$ cat src/rtl/cfm_uart_pkg.sv
// Shared types and frame constants for the UART receive path.
package cfm_uart_pkg;

    typedef enum logic [1:0] {
        IDLE  = 2'd0,
        START = 2'd1,
        DATA  = 2'd2,
        STOP  = 2'd3
    } rx_state_e;

    localparam int OVERSAMPLE   = 16;
    localparam int START_SAMPLE = 8;
    localparam int DATA_BITS    = 8;

    localparam int TCNT_W = $clog2(OVERSAMPLE);
    localparam int BCNT_W = $clog2(DATA_BITS);

endpackage

$ cat src/rtl/sync_fifo.sv
// First-word-fall-through FIFO with extra-MSB pointers; a push into a full FIFO
// without a same-cycle pop is dropped and reported on drop_o.
module sync_fifo #(
    parameter int WIDTH = 8,
    parameter int DEPTH = 4
) (
    input  logic             clk_core,
    input  logic             core_reset_n,
    input  logic             push_i,
    input  logic [WIDTH-1:0] data_i,
    input  logic             pop_i,
    output logic [WIDTH-1:0] data_o,
    output logic             empty_o,
    output logic             full_o,
    output logic             drop_o
);

    localparam int AW = $clog2(DEPTH);

    logic [AW:0]      wr_ptr_q, wr_ptr_d;
    logic [AW:0]      rd_ptr_q, rd_ptr_d;
    logic [WIDTH-1:0] mem_q [DEPTH];
    logic             do_push, do_pop;

    assign empty_o = (wr_ptr_q == rd_ptr_q);
    assign full_o  = (wr_ptr_q[AW] != rd_ptr_q[AW]) &&
                     (wr_ptr_q[AW-1:0] == rd_ptr_q[AW-1:0]);

    // A pop frees the slot the same cycle, so a full FIFO can accept a push alongside it.
    assign do_pop  = pop_i & ~empty_o;
    assign do_push = push_i & (~full_o | do_pop);
    assign drop_o  = push_i & full_o & ~do_pop;

    assign data_o  = empty_o ? '0 : mem_q[rd_ptr_q[AW-1:0]];

    always_comb begin
        wr_ptr_d = wr_ptr_q;
        rd_ptr_d = rd_ptr_q;
        if (do_push) wr_ptr_d = wr_ptr_q + 1'b1;
        if (do_pop)  rd_ptr_d = rd_ptr_q + 1'b1;
    end

    always_ff @(posedge clk_core or negedge core_reset_n) begin
        if (!core_reset_n) begin
            wr_ptr_q <= '0;
            rd_ptr_q <= '0;
        end else begin
            wr_ptr_q <= wr_ptr_d;
            rd_ptr_q <= rd_ptr_d;
        end
    end

    always_ff @(posedge clk_core) begin
        if (do_push) mem_q[wr_ptr_q[AW-1:0]] <= data_i;
    end

endmodule

$ cat src/rtl/uart_rx_fifo.sv
// 8N1 UART receiver with 16x oversampling feeding a small FWFT receive FIFO,
// plus sticky frame-error and overrun flags.
module uart_rx_fifo
    import cfm_uart_pkg::*;
#(
    parameter int TICK_DIV   = 26,
    parameter int FIFO_DEPTH = 4
) (
    input  logic       clk_core,
    input  logic       core_reset_n,
    input  logic       rx,
    input  logic       rd,
    output logic [7:0] rdata,
    output logic       rvalid,
    output logic       frame_err,
    output logic       overrun,
    input  logic       clr_err
);

    localparam int DIV_W = (TICK_DIV > 1) ? $clog2(TICK_DIV) : 1;

    logic                 rx_meta_q, rx_sync_q, rx_prev_q;
    logic [DIV_W-1:0]     div_q, div_d;
    logic                 tick;
    rx_state_e            state_q, state_d;
    logic [TCNT_W-1:0]    tcnt_q, tcnt_d;
    logic [BCNT_W-1:0]    bcnt_q, bcnt_d;
    logic [DATA_BITS-1:0] shreg_q, shreg_d;
    logic                 push, frame_set;
    logic                 ferr_q, ferr_d, ovr_q, ovr_d;
    logic                 fifo_empty, fifo_full, fifo_drop;

    // Reset to the idle level so releasing reset with rx low is not seen as a start edge.
    always_ff @(posedge clk_core or negedge core_reset_n) begin
        if (!core_reset_n) begin
            rx_meta_q <= 1'b1;
            rx_sync_q <= 1'b1;
            rx_prev_q <= 1'b1;
        end else begin
            rx_meta_q <= rx;
            rx_sync_q <= rx_meta_q;
            rx_prev_q <= rx_sync_q;
        end
    end

    assign tick  = (div_q == DIV_W'(TICK_DIV - 1));
    assign div_d = tick ? '0 : div_q + 1'b1;

    always_comb begin
        state_d   = state_q;
        tcnt_d    = tcnt_q;
        bcnt_d    = bcnt_q;
        shreg_d   = shreg_q;
        push      = 1'b0;
        frame_set = 1'b0;
        case (state_q)
            IDLE: begin
                // Edge rather than level: a held break cannot retrigger until rx goes high.
                if (rx_prev_q && !rx_sync_q) begin
                    state_d = START;
                    tcnt_d  = '0;
                end
            end
            START: begin
                if (tick) begin
                    tcnt_d = tcnt_q + 1'b1;
                    if (tcnt_q == TCNT_W'(START_SAMPLE - 1)) begin
                        tcnt_d  = '0;
                        bcnt_d  = '0;
                        state_d = rx_sync_q ? IDLE : DATA;
                    end
                end
            end
            DATA: begin
                if (tick) begin
                    tcnt_d = tcnt_q + 1'b1;
                    if (tcnt_q == TCNT_W'(OVERSAMPLE - 1)) begin
                        shreg_d = {rx_sync_q, shreg_q[DATA_BITS-1:1]};
                        bcnt_d  = bcnt_q + 1'b1;
                        if (bcnt_q == BCNT_W'(DATA_BITS - 1)) state_d = STOP;
                    end
                end
            end
            STOP: begin
                if (tick) begin
                    tcnt_d = tcnt_q + 1'b1;
                    if (tcnt_q == TCNT_W'(OVERSAMPLE - 1)) begin
                        state_d   = IDLE;
                        push      = rx_sync_q;
                        frame_set = ~rx_sync_q;
                    end
                end
            end
            default: state_d = IDLE;
        endcase
    end

    always_ff @(posedge clk_core or negedge core_reset_n) begin
        if (!core_reset_n) begin
            div_q   <= '0;
            state_q <= IDLE;
            tcnt_q  <= '0;
            bcnt_q  <= '0;
            shreg_q <= '0;
        end else begin
            div_q   <= div_d;
            state_q <= state_d;
            tcnt_q  <= tcnt_d;
            bcnt_q  <= bcnt_d;
            shreg_q <= shreg_d;
        end
    end

    // Set events take priority over a same-cycle clear.
    assign ferr_d = frame_set | (ferr_q & ~clr_err);
    assign ovr_d  = fifo_drop | (ovr_q & ~clr_err);

    always_ff @(posedge clk_core or negedge core_reset_n) begin
        if (!core_reset_n) begin
            ferr_q <= 1'b0;
            ovr_q  <= 1'b0;
        end else begin
            ferr_q <= ferr_d;
            ovr_q  <= ovr_d;
        end
    end

    sync_fifo #(
        .WIDTH (DATA_BITS),
        .DEPTH (FIFO_DEPTH)
    ) u_fifo (
        .clk_core     (clk_core),
        .core_reset_n (core_reset_n),
        .push_i       (push),
        .data_i       (shreg_q),
        .pop_i        (rd),
        .data_o       (rdata),
        .empty_o      (fifo_empty),
        .full_o       (fifo_full),
        .drop_o       (fifo_drop)
    );

    assign rvalid    = ~fifo_empty;
    assign frame_err = ferr_q;
    assign overrun   = ovr_q;

endmodule

$ cat config.mk
export PLATFORM = sky130hd
export DESIGN_NAME = uart_rx_fifo
export DESIGN_NICKNAME = d
export VERILOG_FILES = /design/src/rtl/cfm_uart_pkg.sv /design/src/rtl/sync_fifo.sv /design/src/rtl/uart_rx_fifo.sv
export SDC_FILE = /design/constraint.sdc
export NUM_CORES = 1
export LEC_CHECK = 0
export ABC_AREA = 1
export BUFFER_PORTS_ARGS = -buffer_cell sky130_fd_sc_hd__clkbuf_2
export CAP_MARGIN = 20
export CORE_ASPECT_RATIO = 0.9
export CORE_MARGIN = 3
export CORE_UTILIZATION = 40
export DETAILED_ROUTE_END_ITERATION = 8
export HOLD_SLACK_MARGIN = 0.15
export PLACE_DENSITY = 0.68
export SYNTH_ARGS = -nofsm -noshare
export SYNTH_HDL_FRONTEND = slang
export SYNTH_SLANG_ARGS = --single-unit
$ cat constraint.sdc
create_clock -name clk_core -period 2.4 [get_ports clk_core]
set_clock_uncertainty 0.05 [all_clocks]
set_input_delay 0.36 -clock clk_core [delete_from_list [all_inputs] [get_ports clk_core]]
set_output_delay 0.36 -clock clk_core [all_outputs]
set_load 0.1 [all_outputs]
Word-level counts from Yosys, hierarchy flattened --
Memories as Yosys holds them, arrays and structs flattened. Cells that the tools add are included.
Word-level totals: register bits after elaboration 33, memory bits (writable) 32, input port bits 5, output and inout port bits 11, word-level logic and storage cells 91, memories 1
Operators by class: add/subtract/negate cells 5, eq/ne operators 19, mux-type cells 30, bitwise operators 14, reduce and logical (&&, ||, !) cells 10
Memories:
- u_fifo.mem_q | depth 4, width 8, read ports 1, clocked after memory_dff 0, wr ports 1, line sync_fifo.sv:22 | logic [WIDTH-1:0] mem_q [DEPTH];
Operators with widths (count):
- $mux 2 | 9
- $mux 4 | 4
- $ne 2x2->1 const B | 8
- $mux 3 | 4
- $pmux 4 s3 | 1
- $add 3x1->3 const B | 3
- $mux 1 | 8
- $mux 8 | 1
- $pmux 2 s4 | 1
- $reduce_and 8->1 | 1
- $and 1x1->1 | 6
- $pmux 3 s2 | 1
- $reduce_and 3->1 | 2
- $add 5x1->5 const B | 1
- $eq 5x5->1 const B | 1
- $mux 5 | 1
- $not 1->1 | 5
- $reduce_and 5->1 | 1
- $add 4x1->4 const B | 1
- $eq 2x2->1 const B | 2
- $eq 4x3->1 const B | 1
- $eq 4x4->1 const B | 1
- $eq 3x3->1 | 1
- $eq 3x3->1 const B | 1
- 10 further kinds | 13

Depth between registers and ports, before layout --
Gate-level depths: netlist of run 1.
depth after elaboration 7, depth in mapped cells 10, depth with buffers taken out 9

Cells and area by module --
From an unflattened synthesis of run 1, not the netlist that was laid out.
Second synthesis, totals: cell total of the unflattened synthesis 300, area, all modules 3010.4 um^2
Modules (own cells, without submodules):
- sync_fifo | times used 1, cells each 156, area each 1751.7 um^2, sequential area each 1111.1 um^2
- uart_rx_fifo | times used 1, cells each 144, area each 1258.7 um^2, sequential area each 679.4 um^2

Worst setup path before layout of run 1 --
No wires, ideal clock.
path kind register to output, start reg u_fifo.rd_ptr_q[0], end out rdata[0], arrival 1627 ps, data required time 1990 ps, setup slack 363 ps, cell stages (with the launch flop) 8, path buffers 2, cells stage by stage dfrtp_1 -> buf_2 -> xor2_1 -> nor2_1 -> nand2_1 -> buf_4 -> nand2_1 -> inv_2
On the way: longest elaborated chain between the ends 2, elaborated cells between the ends (all ways) 3, classes of those cells eq/ne: 1; mux: 1; memory: 1
RTL lines:
- start: declaration | line sync_fifo.sv:21 | logic [AW:0] rd_ptr_q, rd_ptr_d;
- start signal: assignment | line sync_fifo.sv:49 | rd_ptr_q <= rd_ptr_d;
- $mem_v2 4x8 / $eq 3x3->1 (equally long branches)
- $mux 8 (*) | line sync_fifo.sv:34 | assign data_o = empty_o ? '0 : mem_q[rd_ptr_q[AW-1:0]];
- end: declaration | line uart_rx_fifo.sv:13 | output logic [7:0] rdata,
Mark *: on every way between the ends. The rest lies on a longest branch, timed or not.

Worst setup path in the final report of run 1 --
start reg u_fifo.rd_ptr_q[0], end out rdata[4]
The elaborated chain is that of the path after synthesis.

==> impl_metrics.csv, run 1 <==
group,metric,value,unit
yosys,netlist-cell-type-count,26,
layout,layout_commonest_cell,"nand2_1",
die,fp-row-count,28,
yosys,syn_nets,308,
route,vias,2012,
die,fp.dieW,96.20,um
worst_setup_path,required,1.99,ns
die,core_area,6832,um2
cts,clock_sinks,65,
die,die_area,8387,um2
route,drtAntennaViolNets,0,
global_routing,grt_pass1_wl,9066,um
sta,finalHoldViolCount,0,
layout,fin_nets,332,
yosys,netlist_instances,293,
run_status,status,"finished, final reports clean",
die,fp.dieH,87.18,um
global_routing,grt_usage,14.35,%
sta,setup_viol,0,
sta,fmax,0.4549,GHz
global_routing,overflow,0,
worst_setup_path,rrSetupSlack,0.32,ns
route,drc,0,
cts,htreeDepth,3,
worst_setup_path,cpLargestDelayFamily,"buffers and inverters",
sta,slew_violations,0,
cts,cts_root_buf,"clkbuf_8",
route,firstDrtPassIters,4,
route,vias_per_cell,4.883,
layout,diodes,0,
layout,seq_area,1790,um2
global_routing,grt_max_degree,34,
layout,multi_input_comb_area,967.2,um2
worst_setup_path,crit_buf_inv,4,
cts,cts_max_path_buffers,2,
layout,layout_common_cells,"nand2_1 (55), nor2_1 (34), edfxtp_1 (32)",
worst_setup_path,worstPathCellList,"buf_4 > inv_2 > o21ai_0 > o21ai_1 > nand2_1 > inv_2 > buf_12",
cts,numCtsBuffers,9,
yosys,synth_top_cell_by_area,"edfxtp_1",
job,drv_cap,0,
global_routing,first_global_vias,1915,
worst_setup_path,path_depth,7,
global_routing,grt_antenna_before_repair,0,
sta,fin_crit_sh,91.60,%
placement,io_buffers,15,
layout,syn_to_final_growth,17.86,%
yosys,ys_seq_area_share,61.13,%
sta,max_slew.worst_pin.slew,0.7906,ns
sta,fin_tns_setup,0,ns
yosys,syn_area_per_cell,9.997,um2
worst_setup_path,worst_setup_path_end_kind,"primary output",
cts,cts_tree,"yes",
layout,fillers,622,
worst_setup_path,cp.arrival,1.79,ns
cts,clock_latency,0.33,ns
placement,dpl.hpwl,3624,um
sta,grt_setup_unrepaired,"false",
worst_setup_path,worst_path_most_repeated_cell,"inv_2",
yosys,synth_seq_cells,65,
placement,globalplace.congestion,0.7665,
yosys,netlist.area_leader.share,32.81,%
worst_setup_path,max_stage_delay,0.40,ns
worst_setup_path,cp_slowest_cell,"dfrtp_1",
power,ir_worst_vdd,433.4,uV
worst_setup_path,startpoint_type,"register",
route,wirelength,5087,um
power,power.leakage,0.001645,uW
yosys,syn_area,2929,um2
hold_path,min_path_cells,3,
sta,fin_crit,2.198,ns
layout,final_layout_size_suffix_gt1_share,20.50,%
cts,clkTransAtPathRegs,0.07,ns
hold_path,hp-class,"input port to register",
yosys,synth_area_leaders,"edfxtp_1 (33%), dfrtp_1 (26%), nand2_1 (7.2%), nor2_1 (4.4%), ha_1 (4.3%)",
yosys,yosys_warnings,0,
worst_setup_path,path_max_fanout,19,
worst_setup_path,path_class,"register to primary output",
worst_setup_path,ff2ff_path_depth,5,
die,pin_count,16,
die,start_util,42.88,%
power,p_per_area,645.1,nW/um2
route,wire_per_inst,12.35,um
sta,slew-limit-headroom,47.29,%
power,power,2227,uW
route,drtIter0Drc,129,
-- flip-flops by register name, indices dropped and copies added, names as in the netlist, 3 cells and up, named ones only --
register and cells:
u_fifo.mem_q 32, tcnt_q 4, u_fifo.rd_ptr_q 3, shreg_q 8, div_q 5, bcnt_q 3, u_fifo.wr_ptr_q 3
-- cell usage after synthesis --
library cell and n:
nor2_2 7, inv_2 16, dfrtp_1 30, buf_2 4, nand3_1 17, nand2_4 1, o21ai_0 18, buf_6 1
a21oi_1 6, o21ai_1 16, nor3_1 1, nand4_1 6, nor3_4 1, ha_1 10, edfxtp_1 32, inv_1 19
nand2_2 4, o22ai_1 1, nand3_2 1, nand2_1 56, nor2_1 34, clkbuf_1 1, buf_4 1, xor2_1 6
xnor2_1 1, dfstp_2 3
-- worst paths after layout --
check	start	end
max	u_fifo.rd_ptr_q[0]	rdata[4]
min	rd	u_fifo.rd_ptr_q[2]
max reg2reg	tcnt_q[0]	u_fifo.mem_q[3][5]
min reg2reg	rx_meta_q	rx_sync_q
max in group asynchronous	core_reset_n	shreg_q[2]
min in group asynchronous	core_reset_n	div_q[2]
-- layer usage --
metal	wire, um	part of all wire [%]	GRT usage [%]
met2	2494	49	23.39
met5	0	0	0
met1	2309	45	17.88
met4	59	1.2	4.264
met3	222	4.4	5.186
-- power breakdown --
| part | internal (uW) | leakage (uW) | total, uW | switching (uW) |
|---|---|---|---|---|
| clock | 477 | 0.0000929 | 890 | 414 |
| combinational | 38.6 | 0.000749 | 133 | 94.0 |
| sequential | 1180 | 0.000802 | 1200 | 25.6 |
-- kinds of logic (layout without fill, tap and decap cells) --
logic type / Yosys count / in the layout / synth area share (%)
adder cells (fa/ha/maj): 10 / 10 / 4.272
buffers and inverters: 42 / 71 / 5.938
flip-flops: 65 / 65 / 61.13
AND/OR/NAND/NOR: 128 / 128 / 19.52
XOR/XNOR: 7 / 7 / 2.093
AO/OA/AOI/OAI: 41 / 41 / 7.049
-- stage by stage --
stage | area [um2] | hold WS [ns] | instances | setup WS, ns | utilization, %
2_1_floorplan | 2929 | 0.01441 | 293 | 0.3627 | -
3_3_place_gp | 3224 | 0.2970 | 393 | 0.3226 | 47.20
3_5_place_dp | 3224 | 0.2985 | 393 | 0.2922 | 47.20
4_1_cts | 3450 | 0.2480 | 412 | 0.04291 | 50.49
5_1_grt | 3452 | 0.2585 | 412 | 0.01670 | 50.53
6_report | 3452 | 0.2669 | 412 | 0.2016 | 50.53
-- worst reg2reg max path, delay by kind of cell (launching register included) --
| kind | cells | cell delay (ns) |
|---|---|---|
| and+or+nand+nor | 4 | 1.03 |
| DFF | 1 | 0.40 |
| adders and majority gates | 1 | 0.26 |
-- area by class of cell --
| type | instances | share of cell area, % |
|---|---|---|
| Multi-Input combinational cell | 186 | 28.02 |
| Inverter | 35 | 3.806 |
| Tap cell | 90 | 3.262 |
| Clock buffer | 9 | 3.588 |
| Sequential cell | 65 | 51.87 |
| Clock inverter | 7 | 2.066 |
| Timing Repair Buffer | 20 | 7.394 |
-- what timing repair did --
item                                    4_1_cts  5_1_grt
endpoints found under the setup margin        0        8
hold endpoints to repair                     33        0
gates resized for setup                       0        1
setup buffers                                 0        0
hold buffers                                  3        0
Note: power is estimated with default switching activity, not from simulation.
==> inputs of run 2 (changes only) <==
--- a/config.mk
+++ b/config.mk
@@ -14,6 +14,7 @@
 export DETAILED_ROUTE_END_ITERATION = 8
 export HOLD_SLACK_MARGIN = 0.15
 export PLACE_DENSITY = 0.68
+export RECOVER_POWER = 25
 export SYNTH_ARGS = -nofsm -noshare
 export SYNTH_HDL_FRONTEND = slang
 export SYNTH_SLANG_ARGS = --single-unit
==> impl_metrics.csv, run 2 (same netlist as run 1, synthesis figures left out) <==
group,metric,value,unit
route,wire_per_inst,12.35,um
cts,numCtsBuffers,9,
global_routing,first_global_vias,1915,
cts,htreeDepth,3,
route,drtIter0Drc,129,
cts,clkTransAtPathRegs,0.07,ns
layout,largest_reg_flops,32,
worst_setup_path,worst_setup_path_end_kind,"primary output",
power,switching_power,533.2,uW
sta,fin_tns_setup,0,ns
job,drv_cap,0,
global_routing,grt_max_degree,34,
route,wirelength,5087,um
sta,slew_violations,0,
global_routing,grt_pass1_wl,9066,um
power,ir_worst_vdd,433.4,uV
cts,clock_sinks,65,
cts,cts_max_path_buffers,2,
layout,fillers,622,
run_status,status,"finished, final reports clean",
power,pwr-share-comb,6.0,%
sta,grt_setup_unrepaired,"false",
sta,finalHoldViolCount,0,
layout,fin_area,3452,um2
power,sw_frac_of_total,23.95,%
sta,fin_crit,2.198,ns
placement,dp_slack,0.2922,ns
layout,fin_nets,332,
placement,dpl.hpwl,3624,um
power,p_per_area,645.0,nW/um2
global_routing,grt_usage,14.35,%
layout,final_layout_size_suffix_gt1_share,20.19,%
hold_path,hp-class,"input port to register",
sta,setup_ws,0.2016,ns
worst_setup_path,cp.arrival,1.79,ns
cts,clock_latency,0.33,ns
cts,cts_setup_buffers,0,
worst_setup_path,path_max_fanout,19,
layout,layout_common_cells,"nand2_1 (55), nor2_1 (34), edfxtp_1 (32)",
worst_setup_path,required,1.99,ns
sta,slew-limit-headroom,47.28,%
power,p_seq_share,54.1,%
power,power.leakage,0.001644,uW
layout,finalNonFillerCells,412,
die,die_area,8387,um2
die,fp-row-count,28,
die,start_util,42.88,%
cts,cts_tree,"yes",
worst_setup_path,startpoint_type,"register",
placement,dpl_cell_area,3224,um2
sta,fmax,0.4549,GHz
cts,cts_root_buf,"clkbuf_8",
placement,io_buffers,15,
layout,seq_area,1790,um2
route,vias_per_cell,4.886,
route,drtAntennaViolNets,0,
global_routing,overflow,0,
die,core_area,6832,um2
power,clockPowerShare,40.0,%
sta,max_slew.worst_pin.slew,0.7907,ns
die,fp.dieH,87.18,um
worst_setup_path,path_class,"register to primary output",
global_routing,grt_antenna_before_repair,0,
route,vias,2013,
layout,multi_input_comb_area,967.2,um2
placement,globalplace.congestion,0.7665,
power,internal_power,1693,uW
die,pin_count,16,
die,fp.dieW,96.20,um
sta,setup_viol,0,
sta,fin_crit_sh,91.60,%
placement,placed_cells,393,
layout,diodes,0,
route,firstDrtPassIters,4,
layout,layout_commonest_cell,"nand2_1",
route,drc,0,
layout,syn_to_final_growth,17.86,%
==> run 2: timing repair <==
item                                    in CTS  in global routing
endpoints found under the setup margin       0                  8
hold buffers                                 3                  0
endpoints found under the hold margin       33                  0
resized for setup                            0                  1
==> run 2: critical path, cell delays in order, from the launching register on <==
cell and delay (ns):
dfrtp_1 0.40, buf_4 0.21, inv_2 0.24, o21ai_0 0.16, o21ai_1 0.11, nand2_1 0.08
inv_2 0.08, buf_12 0.17
==> run 2: stage by stage <==
stage / utilization [%] / total power, uW / hold slack (ns)
after global placement: 47.20 / 1354 / 0.2970
after floorplan: - / 1317 / 0.01441
final: 50.53 / 2226 / 0.2669
after detailed placement: 47.20 / 1355 / 0.2985
after CTS: 50.49 / 2252 / 0.2480
after global routing: 50.53 / 2332 / 0.2585
==> run 2: layout make-up <==
type	count	area share [%]
flip-flops and latches	65	51.87
repair buffers	20	7.394
clock buffers	9	3.588
well taps	90	3.262
clock inverters	7	2.066
inverters	35	3.806
multi-input cells	186	28.02
==> run 2: final timing paths <==
check                      cells after the start                 end                from  slack, ns
min reg2reg                                    0           rx_sync_q           rx_meta_q       0.31
min                                            3  u_fifo.rd_ptr_q[2]                  rd       0.27
min in group asynchronous                      2            div_q[2]        core_reset_n       0.58
max reg2reg                                    5  u_fifo.mem_q[3][5]           tcnt_q[0]       0.32
max in group asynchronous                      2          shreg_q[2]        core_reset_n       1.20
max                                            7            rdata[4]  u_fifo.rd_ptr_q[0]       0.20
==> run 2: routing by layer <==
layer | vias to the layer above | share of wire (%) | GRT usage [%] | wire length, um
li1 | 1008 | - | - | -
met1 | 958 | 45 | 17.88 | 2311
met2 | 42 | 49 | 23.39 | 2493
met3 | 5 | 4.4 | 5.186 | 222
met4 | 0 | 1.2 | 4.264 | 59
met5 | - | 0 | 0 | 0
==> run 2: power groups by stage <==
stage	clock, uW	sequential [uW]	combinational, uW
6_report	890	1200	133
5_1_grt	970	1210	155
4_1_cts	916	1200	133
3_5_place_dp	0	1230	129
3_3_place_gp	0	1230	129
2_1_floorplan	0	1220	94.8
==> inputs of run 3 (changes only) <==
--- a/config.mk
+++ b/config.mk
@@ -13,6 +13,7 @@
 export CORE_UTILIZATION = 40
 export DETAILED_ROUTE_END_ITERATION = 8
 export HOLD_SLACK_MARGIN = 0.15
+export MAX_ROUTING_LAYER = met4
 export PLACE_DENSITY = 0.68
 export RECOVER_POWER = 25
 export SYNTH_ARGS = -nofsm -noshare
==> impl_metrics.csv, run 3 (same netlist as run 1, synthesis figures left out) <==
group,metric,value,unit
run_status,status,"finished, final reports clean",
die,die_area,8387,um2
route,wire_per_inst,12.85,um
worst_setup_path,r2r-start,"tcnt_q[0]",
cts,cts_setup_buffers,0,
cts,clock_sinks,65,
hold_path,hp-class,"input port to register",
cts,numCtsBuffers,9,
die,fp-row-count,28,
power,ir_worst_vdd,382.2,uV
layout,fin_nets,332,
sta,setup_viol,0,
layout,syn_to_final_growth,18.67,%
global_routing,grt_util_met1,18.29,%
global_routing,grt_max_degree,34,
job,drv_cap,0,
worst_setup_path,rrSetupSlack,0.32,ns
cts,clock_latency,0.34,ns
die,pin_count,16,
worst_setup_path,ff2ff_path_depth,5,
layout,final_layout_size_suffix_gt1_share,20.19,%
hold_path,min_path_cells,3,
sta,finalHoldViolCount,0,
placement,dpl.hpwl,3699,um
route,wirelength,5296,um
sta,fin_crit_sh,91.86,%
sta,slew-limit-headroom,47.28,%
layout,layout_common_cells,"nand2_1 (55), nor2_1 (34), edfxtp_1 (32)",
placement,globalplace.congestion,0.7963,
placement,io_buffers,15,
power,power,2340,uW
route,vias,1974,
cts,cts_max_path_buffers,2,
global_routing,grt_usage,15.26,%
die,fp.dieH,87.18,um
worst_setup_path,worst_setup_path_end_kind,"primary output",
route,drtAntennaViolNets,0,
worst_setup_path,required,1.99,ns
route,vias_per_cell,4.791,
worst_setup_path,critPathLaunch,"u_fifo.rd_ptr_q[0]",
route,firstDrtPassIters,5,
die,start_util,42.88,%
cts,cts_tree,"yes",
power,p_per_area,673.2,nW/um2
layout,diodes,0,
layout,finalNonFillerCells,412,
global_routing,grt_use_met3,5.186,%
layout,fin_area,3476,um2
global_routing,first_global_vias,1931,
placement,dpl_cell_area,3224,um2
sta,slew_violations,0,
hold_path,hp-start,"rd",
sta,grt_setup_unrepaired,"false",
sta,max_slew.worst_pin.slew,0.7908,ns
placement,placed_cells,393,
global_routing,grt_antenna_before_repair,0,
cts,clkTransAtPathRegs,0.07,ns
sta,fin_tns_setup,0,ns
global_routing,met2_usage,24.14,%
global_routing,overflow,0,
power,power.leakage,0.001650,uW
worst_setup_path,startpoint_type,"register",
cts,cts_root_buf,"clkbuf_8",
route,drc,0,
cts,htreeDepth,3,
worst_setup_path,path_class,"register to primary output",
layout,layout_commonest_cell,"nand2_1",
die,core_area,6832,um2
sta,setup_ws,0.1953,ns
layout,largest_reg_flops,32,
die,fp.dieW,96.20,um
global_routing,busiest_layer,"met2",
sta,fin_crit,2.205,ns
placement,dp_slack,0.3144,ns
worst_setup_path,cp.arrival,1.79,ns
global_routing,grt_pass1_wl,9390,um
sta,fmax,0.4536,GHz
route,drtIter0Drc,119,
worst_setup_path,path_max_fanout,19,
## run 3: layer usage
metal	part of all wire [%]	vias up
li1	-	1008
met1	45	927
met2	50	35
met3	3.5	4
met4	0.59	0
met5	0	-
## run 3: cell type report
type                    count  area, um2
clock buffers              10      127.6
clock inverters             6      91.34
fillers                   616       3356
inverters                  35      131.4
multi-input cells         186      967.2
flip-flops and latches     65       1790
well taps                  90      112.6
repair buffers             20      255.2
## run 3: final timing paths
check | endpoint
setup / recovery | rdata[4]
hold / removal | u_fifo.rd_ptr_q[1]
max in group asynchronous | frame_err
min in group asynchronous | shreg_q[0]
setup reg to reg | u_fifo.mem_q[3][5]
hold reg to reg | rx_sync_q
## run 3: stage by stage
step | hold slack (ns) | utilization [%]
floorplan | 0.01441 | -
global placement | 0.2965 | 47.20
detailed placement | 0.3017 | 47.20
CTS | 0.2294 | 50.84
global route | 0.2420 | 50.88
finish | 0.2493 | 50.88
## run 3: worst max-delay path: stages (launching register included)
cell and delay (ns):
dfrtp_1 0.36, buf_4 0.24, inv_2 0.17, o21ai_0 0.29
o21ai_1 0.10, nand2_1 0.08, inv_2 0.05, buf_12 0.16
## run 3: where the power goes
group | total [uW] | switching (uW) | internal [uW]
registers | 1200 | 25.8 | 1180
clock network | 1000 | 414 | 588
logic | 134 | 95.4 | 38.6
total | 2340 | 536 | 1800
## run 3: what timing repair did
action	in CTS	in global routing
endpoints found under the setup margin	0	8
hold buffers	3	0
gates resized for setup	0	2
endpoints found under the hold margin	33	0
